### config.mk
export PLATFORM = sky130hd
export DESIGN_NAME = generic_io_dft_in_flat
export DESIGN_NICKNAME = d
export VERILOG_FILES = /design/src/rtl/generic_io_dft_in_if.sv /design/src/rtl/generic_io_dft_in.sv /design/src/flat_wrapper.sv
export SDC_FILE = /design/constraint.sdc
export NUM_CORES = 1
export LEC_CHECK = 0
export ABC_AREA = 1
export CAP_MARGIN = 20
export CORE_MARGIN = 2
export CORE_UTILIZATION = 46
export DETAILED_ROUTE_END_ITERATION = 8
export PLACE_DENSITY = 0.67
export SLEW_MARGIN = 20
export SYNTH_ARGS = -nofsm -noshare
export SYNTH_HDL_FRONTEND = slang
export SYNTH_SLANG_ARGS = --single-unit
### constraint.sdc
create_clock -name func_clk -period 2.1 [get_ports func_clk]
set_input_delay 0.315 -clock func_clk [delete_from_list [all_inputs] [get_ports func_clk]]
set_output_delay 0.315 -clock func_clk [all_outputs]
set_load 0.005 [all_outputs]
### src/rtl/generic_io_dft_in_if.sv
// Pad-side IO DFT checker bus: control/data in from BootCFG/ATE/pads, status out to BootCFG.
interface generic_io_dft_in_if #(
  parameter int unsigned DW     = 8,
  parameter int unsigned ERR_CW = 16
) ();
  logic              bcfg_io_dft_in_ate_en;
  logic              bcfg_io_dft_in_en;
  logic              io_dft_in_en;
  logic [DW-1:0]     func_datap_in;
  logic              bcfg_io_dft_in_active;
  logic              bcfg_io_dft_in_locked;
  logic              bcfg_io_dft_in_err;
  logic [ERR_CW-1:0] bcfg_io_dft_in_err_cnt;
  logic [DW-1:0]     bcfg_io_dft_in_misr;

  modport slave (
    input  bcfg_io_dft_in_ate_en, bcfg_io_dft_in_en, io_dft_in_en, func_datap_in,
    output bcfg_io_dft_in_active, bcfg_io_dft_in_locked, bcfg_io_dft_in_err,
           bcfg_io_dft_in_err_cnt, bcfg_io_dft_in_misr
  );

  modport master (
    output bcfg_io_dft_in_ate_en, bcfg_io_dft_in_en, io_dft_in_en, func_datap_in,
    input  bcfg_io_dft_in_active, bcfg_io_dft_in_locked, bcfg_io_dft_in_err,
           bcfg_io_dft_in_err_cnt, bcfg_io_dft_in_misr
  );
endinterface

### src/rtl/generic_io_dft_in.sv
// Receive-side IO DFT LFSR checker: self-syncs a local LFSR to the pad stream, then counts word errors.
// Optional received-word signature register enabled by defining IO_DFT_IN_MISR_EN.
module generic_io_dft_in #(
  parameter int unsigned             IO_DFT_IN_DW = 8,
  parameter logic [IO_DFT_IN_DW-1:0] LFSR_TAPS    = IO_DFT_IN_DW'(8'hB8),
  parameter int unsigned             LOCK_CNT     = 4,
  parameter int unsigned             ERR_CW       = 16
`ifdef IO_DFT_IN_MISR_EN
  , parameter logic [IO_DFT_IN_DW-1:0] MISR_SEED  = '0
`endif
) (
  input  logic               func_clk,
  input  logic               func_rst,
  generic_io_dft_in_if.slave dft_if
);

  localparam int unsigned DW    = IO_DFT_IN_DW;
  localparam int unsigned CNT_W = 8;

  typedef enum logic [1:0] {ST_IDLE, ST_ACQ, ST_LOCK} state_e;

  function automatic logic [DW-1:0] lfsr_nxt(input logic [DW-1:0] x);
    return {x[DW-2:0], ^(x & LFSR_TAPS)};
  endfunction

  state_e            state_q, state_d;
  logic [1:0]        sync_q, sync_d;
  logic [DW-1:0]     prev_q, prev_d;
  logic              prev_vld_q, prev_vld_d;
  logic [CNT_W-1:0]  match_cnt_q, match_cnt_d;
  logic [DW-1:0]     local_q, local_d;
  logic              err_q, err_d;
  logic [ERR_CW-1:0] err_cnt_q, err_cnt_d;
  logic              active_q, active_d;
  logic              locked_q, locked_d;

  logic              en_c;
  logic              match_c;
  logic [DW-1:0]     expect_c;
  logic [DW-1:0]     data_c;

  assign data_c = dft_if.func_datap_in;
  assign en_c   = dft_if.bcfg_io_dft_in_ate_en ? dft_if.io_dft_in_en : sync_q[1];

  always_ff @(posedge func_clk) begin
    if (func_rst) begin
      state_q     <= ST_IDLE;
      sync_q      <= '0;
      prev_q      <= '0;
      prev_vld_q  <= 1'b0;
      match_cnt_q <= '0;
      local_q     <= '0;
      err_q       <= 1'b0;
      err_cnt_q   <= '0;
      active_q    <= 1'b0;
      locked_q    <= 1'b0;
    end else begin
      state_q     <= state_d;
      sync_q      <= sync_d;
      prev_q      <= prev_d;
      prev_vld_q  <= prev_vld_d;
      match_cnt_q <= match_cnt_d;
      local_q     <= local_d;
      err_q       <= err_d;
      err_cnt_q   <= err_cnt_d;
      active_q    <= active_d;
      locked_q    <= locked_d;
    end
  end

  // Next state: acquire on LOCK_CNT consecutive nonzero LFSR steps, then free-run and count errors.
  always_comb begin
    state_d     = state_q;
    sync_d      = {sync_q[0], dft_if.bcfg_io_dft_in_en};
    prev_d      = prev_q;
    prev_vld_d  = prev_vld_q;
    match_cnt_d = match_cnt_q;
    local_d     = local_q;
    err_d       = err_q;
    err_cnt_d   = err_cnt_q;
    expect_c    = lfsr_nxt(local_q);
    match_c     = prev_vld_q && (data_c == lfsr_nxt(prev_q)) && (data_c != '0);

    if (!en_c) begin
      state_d = ST_IDLE;
    end else begin
      case (state_q)
        ST_IDLE: begin
          state_d     = ST_ACQ;
          err_d       = 1'b0;
          err_cnt_d   = '0;
          match_cnt_d = '0;
          prev_vld_d  = 1'b0;
        end
        ST_ACQ: begin
          prev_d     = data_c;
          prev_vld_d = 1'b1;
          if (!match_c) begin
            match_cnt_d = '0;
          end else if (match_cnt_q == CNT_W'(LOCK_CNT - 1)) begin
            state_d     = ST_LOCK;
            local_d     = data_c;
            match_cnt_d = '0;
          end else begin
            match_cnt_d = match_cnt_q + CNT_W'(1);
          end
        end
        ST_LOCK: begin
          local_d = expect_c;
          if (data_c != expect_c) begin
            err_d = 1'b1;
            if (err_cnt_q != '1) err_cnt_d = err_cnt_q + ERR_CW'(1);
          end
        end
        default: state_d = ST_IDLE;
      endcase
    end

    active_d = (state_d != ST_IDLE);
    locked_d = (state_d == ST_LOCK);
  end

  assign dft_if.bcfg_io_dft_in_active  = active_q;
  assign dft_if.bcfg_io_dft_in_locked  = locked_q;
  assign dft_if.bcfg_io_dft_in_err     = err_q;
  assign dft_if.bcfg_io_dft_in_err_cnt = err_cnt_q;

`ifdef IO_DFT_IN_MISR_EN
  logic [DW-1:0] misr_q, misr_d;

  // Signature of every word received while enabled; reseeded on each acquisition start.
  always_comb begin
    misr_d = misr_q;
    if (en_c) begin
      if (state_q == ST_IDLE) misr_d = MISR_SEED;
      else                    misr_d = lfsr_nxt(misr_q) ^ data_c;
    end
  end

  always_ff @(posedge func_clk) begin
    if (func_rst) misr_q <= MISR_SEED;
    else          misr_q <= misr_d;
  end

  assign dft_if.bcfg_io_dft_in_misr = misr_q;
`else
  assign dft_if.bcfg_io_dft_in_misr = {DW{1'b0}};
`endif

endmodule
### src/flat_wrapper.sv
// flat-port wrapper written by rule: the top's interface ports become plain ports
module generic_io_dft_in_flat 
#(
  parameter int unsigned             IO_DFT_IN_DW = 8,
  parameter logic [IO_DFT_IN_DW-1:0] LFSR_TAPS    = IO_DFT_IN_DW'(8'hB8),
  parameter int unsigned             LOCK_CNT     = 4,
  parameter int unsigned             ERR_CW       = 16

)
  (func_clk, func_rst, dft_if_bcfg_io_dft_in_ate_en, dft_if_bcfg_io_dft_in_en, dft_if_io_dft_in_en, dft_if_func_datap_in, dft_if_bcfg_io_dft_in_active, dft_if_bcfg_io_dft_in_locked, dft_if_bcfg_io_dft_in_err, dft_if_bcfg_io_dft_in_err_cnt, dft_if_bcfg_io_dft_in_misr);
  generic_io_dft_in_if #(.ERR_CW(ERR_CW)) dft_if_i ();
  input  logic func_clk;
  input  logic func_rst;
  input wire logic [$bits(dft_if_i.bcfg_io_dft_in_ate_en)-1:0] dft_if_bcfg_io_dft_in_ate_en;
  input wire logic [$bits(dft_if_i.bcfg_io_dft_in_en)-1:0] dft_if_bcfg_io_dft_in_en;
  input wire logic [$bits(dft_if_i.io_dft_in_en)-1:0] dft_if_io_dft_in_en;
  input wire logic [$bits(dft_if_i.func_datap_in)-1:0] dft_if_func_datap_in;
  output wire logic [$bits(dft_if_i.bcfg_io_dft_in_active)-1:0] dft_if_bcfg_io_dft_in_active;
  output wire logic [$bits(dft_if_i.bcfg_io_dft_in_locked)-1:0] dft_if_bcfg_io_dft_in_locked;
  output wire logic [$bits(dft_if_i.bcfg_io_dft_in_err)-1:0] dft_if_bcfg_io_dft_in_err;
  output wire logic [$bits(dft_if_i.bcfg_io_dft_in_err_cnt)-1:0] dft_if_bcfg_io_dft_in_err_cnt;
  output wire logic [$bits(dft_if_i.bcfg_io_dft_in_misr)-1:0] dft_if_bcfg_io_dft_in_misr;
  assign dft_if_i.bcfg_io_dft_in_ate_en = dft_if_bcfg_io_dft_in_ate_en;
  assign dft_if_i.bcfg_io_dft_in_en = dft_if_bcfg_io_dft_in_en;
  assign dft_if_i.io_dft_in_en = dft_if_io_dft_in_en;
  assign dft_if_i.func_datap_in = dft_if_func_datap_in;
  assign dft_if_bcfg_io_dft_in_active = dft_if_i.bcfg_io_dft_in_active;
  assign dft_if_bcfg_io_dft_in_locked = dft_if_i.bcfg_io_dft_in_locked;
  assign dft_if_bcfg_io_dft_in_err = dft_if_i.bcfg_io_dft_in_err;
  assign dft_if_bcfg_io_dft_in_err_cnt = dft_if_i.bcfg_io_dft_in_err_cnt;
  assign dft_if_bcfg_io_dft_in_misr = dft_if_i.bcfg_io_dft_in_misr;
  generic_io_dft_in #(.IO_DFT_IN_DW(IO_DFT_IN_DW), .LFSR_TAPS(LFSR_TAPS), .LOCK_CNT(LOCK_CNT), .ERR_CW(ERR_CW)) u_core (.func_clk(func_clk), .func_rst(func_rst), .dft_if(dft_if_i));
endmodule
# Word-level counts from Yosys, hierarchy flattened
# Index checks and enable logic that the tools add are counted.
classes:
  n_addsub: 2
  reduce_logical: 15
  mux: 17
  n_eq_ne: 11
ops:
  columns: ["operator", "n"]
  rows:
  - ["$mux W16", 2]
  - ["$mux W8", 4]
  - ["$pmux W16 S2", 1]
  - ["$pmux W8 S2", 2]
  - ["$add A16 B1 Y16 const B", 1]
  - ["$ne A16 B16 Y1 const B", 1]
  - ["$reduce_xor A8 Y1", 2]
  - ["$add A8 B1 Y8 const B", 1]
  - ["$eq A8 B2 Y1 const B", 1]
  - ["$eq A8 B8 Y1", 1]
  - ["$ne A2 B1 Y1 const B", 4]
  - ["$ne A8 B8 Y1", 1]
  - ["$reduce_and A4 Y1", 2]
  - ["$reduce_bool A2 Y1", 4]
  - ["$reduce_bool A8 Y1", 1]
  - ["$mux W2", 3]
  - ["$pmux W2 S3", 1]
  - ["$eq A2 B2 Y1 const B", 2]
  - ["$pmux W1 S2", 2]
  - ["$reduce_and A2 Y1", 2]
  - ["$reduce_and A3 Y1", 1]
  - ["$eq A2 B1 Y1 const B", 1]
  - ["$logic_and A1 B1 Y1", 2]
  - ["$logic_not A2 Y1", 1]
  - ["$mux W1", 2]
totals:
  output_inout_bits: 27
  in_bits: 13
  word_cells: 55
  register_bits: 48

# Logic depth before layout (Yosys ltp)
logic_depth:
  ltp_word: 8
  ltp_mapped: 15
  ltp_nobuf: 14

# Worst setup path before layout
# No wires, ideal clock.
synth_path:
  kind: "register -> register"
  from: "register u_core.state_q[0]"
  to: "register u_core.err_cnt_q[3] (netlist: u_core.dft_if.bcfg_io_dft_in_err_cnt[3])"
  t_required_ps: 2031
  arrival_ps: 1604
  path_stages_with_launch: 9
  slack_ps: 426
  setup_ps: 69
  path_cell_list: "dfxtp_1 inv_1 ha_1 buf_2 nor2_1 nor2_2 buf_2 nand4_1 a21oi_2"
synth_between:
  elab_chain_cells: 3
  word_cells_on_any_way: 7
  classes_between: "eq/ne (3); mux (1); reduce/logical (3)"
synth_lines:
  columns: ["element", "line_no", "rtl"]
  rows:
  - ["start: declaration", "generic_io_dft_in.sv:26", "state_e state_q, state_d;"]
  - ["start signal: assignment", "generic_io_dft_in.sv:58", "state_q <= state_d;"]
  - ["$eq A2 B2 Y1 or $logic_not A2 Y1 (tied branches)", "generic_io_dft_in.sv:87", "case (state_q)"]
  - ["$ne A2 B1 Y1 (no source line) or $reduce_bool A2 Y1 (tied branches)", null, null]
  - ["$reduce_and A4 Y1 (no source line)", null, null]
  - ["end signal: assignment", "generic_io_dft_in.sv:65", "err_cnt_q <= err_cnt_d;"]
  - ["end: declaration", "generic_io_dft_in.sv:33", "logic [ERR_CW-1:0] err_cnt_q, err_cnt_d;"]
# Parallel ways exist; a longest one is shown, timed or not.
# A chain may end at the register's enable or synchronous reset.

# Worst setup path in the final report
layout_path:
  from: "register u_core.state_q[0]"
  to: "register u_core.err_cnt_q[11] (netlist: u_core.dft_if.bcfg_io_dft_in_err_cnt[11])"
# Same word-level chain as after synthesis.

==> flow_summary.toml <==
[critical_path]
rr_startpoint = "u_core.state_q[0]"
critPathTopFamily = "simple AND/OR/NAND/NOR gates"
endpoint_kind = "flip-flop"
rr_endpoint = "u_core.dft_if.bcfg_io_dft_in_err_cnt[11]"
cp-start-kind = "flip-flop"
crit_type = "flip-flop to flip-flop"
crit_required_ns = 2.34
cp_num_buf_inv = 2
r2r_setup_slack_ns = 0.24
r2r_cells = 9
cpPeakStageDelay_ns = 0.35
path_cells = "inv_1, ha_1, buf_4, nand3_1, nor2_1, nand4_4, nand3_4, nand2_1, a21oi_1"
slowest_stage = "dfxtp_1"
arrival_ns = 2.10
critPathMaxFanout = 20

[route]
postRouteWirelength_microns = 7260
dr.pass1.iters = 4
via_count = 2986
ant_nets = 0
post_drt_wl_per_cell_microns = 12.3
via_per_inst = 5.06
drc = 0
drt_iter0_markers = 150

[global_routing]
grt_pass1_wl_microns = 12400
gr-total-overflow = 0
grt_usage_pct = 20.5
grtUsageMet2_pct = 33.5
grt_max_degree = 26
grt_pass1_vias = 2774
antenna_found_initial = 0
grt.busiest_layer = "met2"
gr-usage-met3_pct = 3.62
grt_use_met1_pct = 26.5

[timing]
rsz0062_at_grt = "no"
setup_viol = 0
fin_skew_ns = 0.00789
slew_headroom_pct = 62.6
worst_pin_slew_ns = 0.554
slew_violations = 0
min_period_ns = 1.86
fin_crit_sh_pct = 88.6
finalHoldViolCount = 0
fmax_mhz = 537

[floorplan]
die_h_microns = 86.8
pin_count = 40
num_rows = 30
fp.dieW_microns = 86.8
coreArea_sq_mm = 0.00672
start_util_pct = 47.0
die_area_sq_mm = 0.00754

[synth]
synth_area_sq_mm = 0.00316
avgSynthCellArea_sq_um = 6.66
synth_edf_count = 0
ys_types = 36
syn-instance-count = 474
yosys_warnings = 0
yosysSeqAreaShare_pct = 30.4
ys_ff_latch = 48
synth_flop_cell = "dfxtp_1"
synth-async-reset-ratio_pct = 0

[status]
outcome = "complete, no violations"

[worst_hold_path]
hp-start = "u_core.sync_q[0]"
whs_endpoint = "u_core.sync_q[1]"
holdPathStages = 2
hp-class = "flip-flop to flip-flop"

[layout]
final_nets = 528
area_growth_pct = 14.6
seq_area_sq_um = 961
final_cells = 590
multi_input_area_sq_mm = 0.00181
antenna_cells = 0
fillCellCount = 668
fin_util_pct = 53.8
fin_area_sq_mm = 0.00362
mostFrequentLayoutCells = "nand2_1 (114), nor2_1 (66), inv_1 (50)"
layout_commonest_cell = "nand2_1"
drive_above_1_share_pct = 12.7

[placement]
place_inst = 582
hpwlAfterDp_microns = 5390
port_buffers = 31
postPlaceCellArea_sq_mm = 0.00353
gp_congestion = 0.920

[clocking]
path_clk_slew_ns = 0.08
cts_root_buffer = "clkbuf_8"
cts_setup_buffers = 0
hold_buffers = 0
clock_path_buffers = 2
cts_inserted_buffers = 5
clk-insertion-delay-late_ns = 0.30
cts.repair.resized = 0
cts_tree = "yes"
clock-sinks = 48
htree_levels = 2

[flow_run]
drv_cap = 0

[power_and_ir_drop]
leakage_nw = 1.49
ir_drop_uv = 337
p_per_area_mw_per_mm2 = 490
==> how the worst max path moves through the flow <==
stage / from / cells after the start / slack, ns / endpoint
after floorplan: u_core.state_q[0] / 8 / 0.43 / u_core.dft_if.bcfg_io_dft_in_err_cnt[3]
after global placement: dft_if_func_datap_in[4] / 12 / -0.04 / u_core.local_q[6]
after detailed placement: dft_if_func_datap_in[4] / 12 / -0.06 / u_core.local_q[2]
after CTS: u_core.state_q[0] / 9 / 0.22 / u_core.dft_if.bcfg_io_dft_in_err_cnt[11]
after global routing: dft_if_func_datap_in[4] / 13 / 0.01 / u_core.local_q[2]
final: u_core.state_q[0] / 9 / 0.24 / u_core.dft_if.bcfg_io_dft_in_err_cnt[11]
==> per-layer routing <==
layer / routed length, microns / part of all wire (%)
met1: 3520 / 48
met2: 3250 / 45
met3: 314 / 4.3
met4: 183 / 2.5
met5: 0 / 0
==> worst register-to-register path, stage by stage (launching register included) <==
cell     delay (ns)
dfxtp_1        0.35
inv_1          0.09
ha_1           0.20
buf_4          0.24
nand3_1        0.10
nor2_1         0.18
nand4_4        0.16
nand3_4        0.27
nand2_1        0.10
a21oi_1        0.12
==> kinds of logic after synthesis <==
kind of cell    after synthesis  share of synthesized area [%]
simple gates                254                           37.3
flops                        48                           30.4
compound gates               60                           10.8
buf+inv                      85                           13.2
fa+ha+maj                     6                           2.38
xor+xnor                     20                           5.79
other cells                   1                          0.119
==> power breakdown <==
part           total (mW)  internal (mW)  switching (mW)  leakage [nW]
registers           0.950          0.931          0.0182         0.389
logic               0.247         0.0941           0.153          1.05
clock network       0.575          0.269           0.306        0.0455
total                1.77           1.29           0.477          1.49
==> flip-flops by register name, indices dropped and copies added, names as in the netlist <==
name / cells
u_core.state_q: 2
u_core.local_q: 8
u_core.sync_q: 2
u_core.prev_vld_q: 1
u_core.match_cnt_q: 8
u_core.dft_if.bcfg_io_dft_in_err_cnt: 16
u_core.dft_if.bcfg_io_dft_in_active: 1
u_core.dft_if.bcfg_io_dft_in_locked: 1
u_core.dft_if.bcfg_io_dft_in_err: 1
u_core.prev_q: 8
==> layout make-up <==
cell class              instances  area share (%)
inverters                      60            6.23
multi-input cells             348            49.9
clock buffers                   8            2.49
repair buffers                 46            12.0
well taps                      80            2.77
flip-flops and latches         48            26.6
==> synth_stat cells, drive strengths merged (6+ instances only) <==
master	count	area share, %
ha	6	2.4
buf	18	5.0
clkbuf	6	0.83
nand2	128	16
dfxtp	48	30
nand4	24	5.2
nor3	7	2.0
a21oi	36	6.9
nor2	68	8.2
o21ai	22	3.5
xor2	14	4.1
xnor2	6	1.7
nand3	22	4.2
inv	60	7.1
==> stage by stage <==
stage               hold WS [ns]  total power [mW]  TNS (ns)  setup slack [ns]
floorplan                  0.388              1.16         0             0.426
global placement           0.394              1.22    -0.228           -0.0385
detailed placement         0.404              1.22    -0.363           -0.0609
CTS                        0.420              1.80         0             0.221
global route               0.427              1.87         0            0.0138
finish                     0.415              1.77         0             0.239
Power figures use the tool's default switching activity.
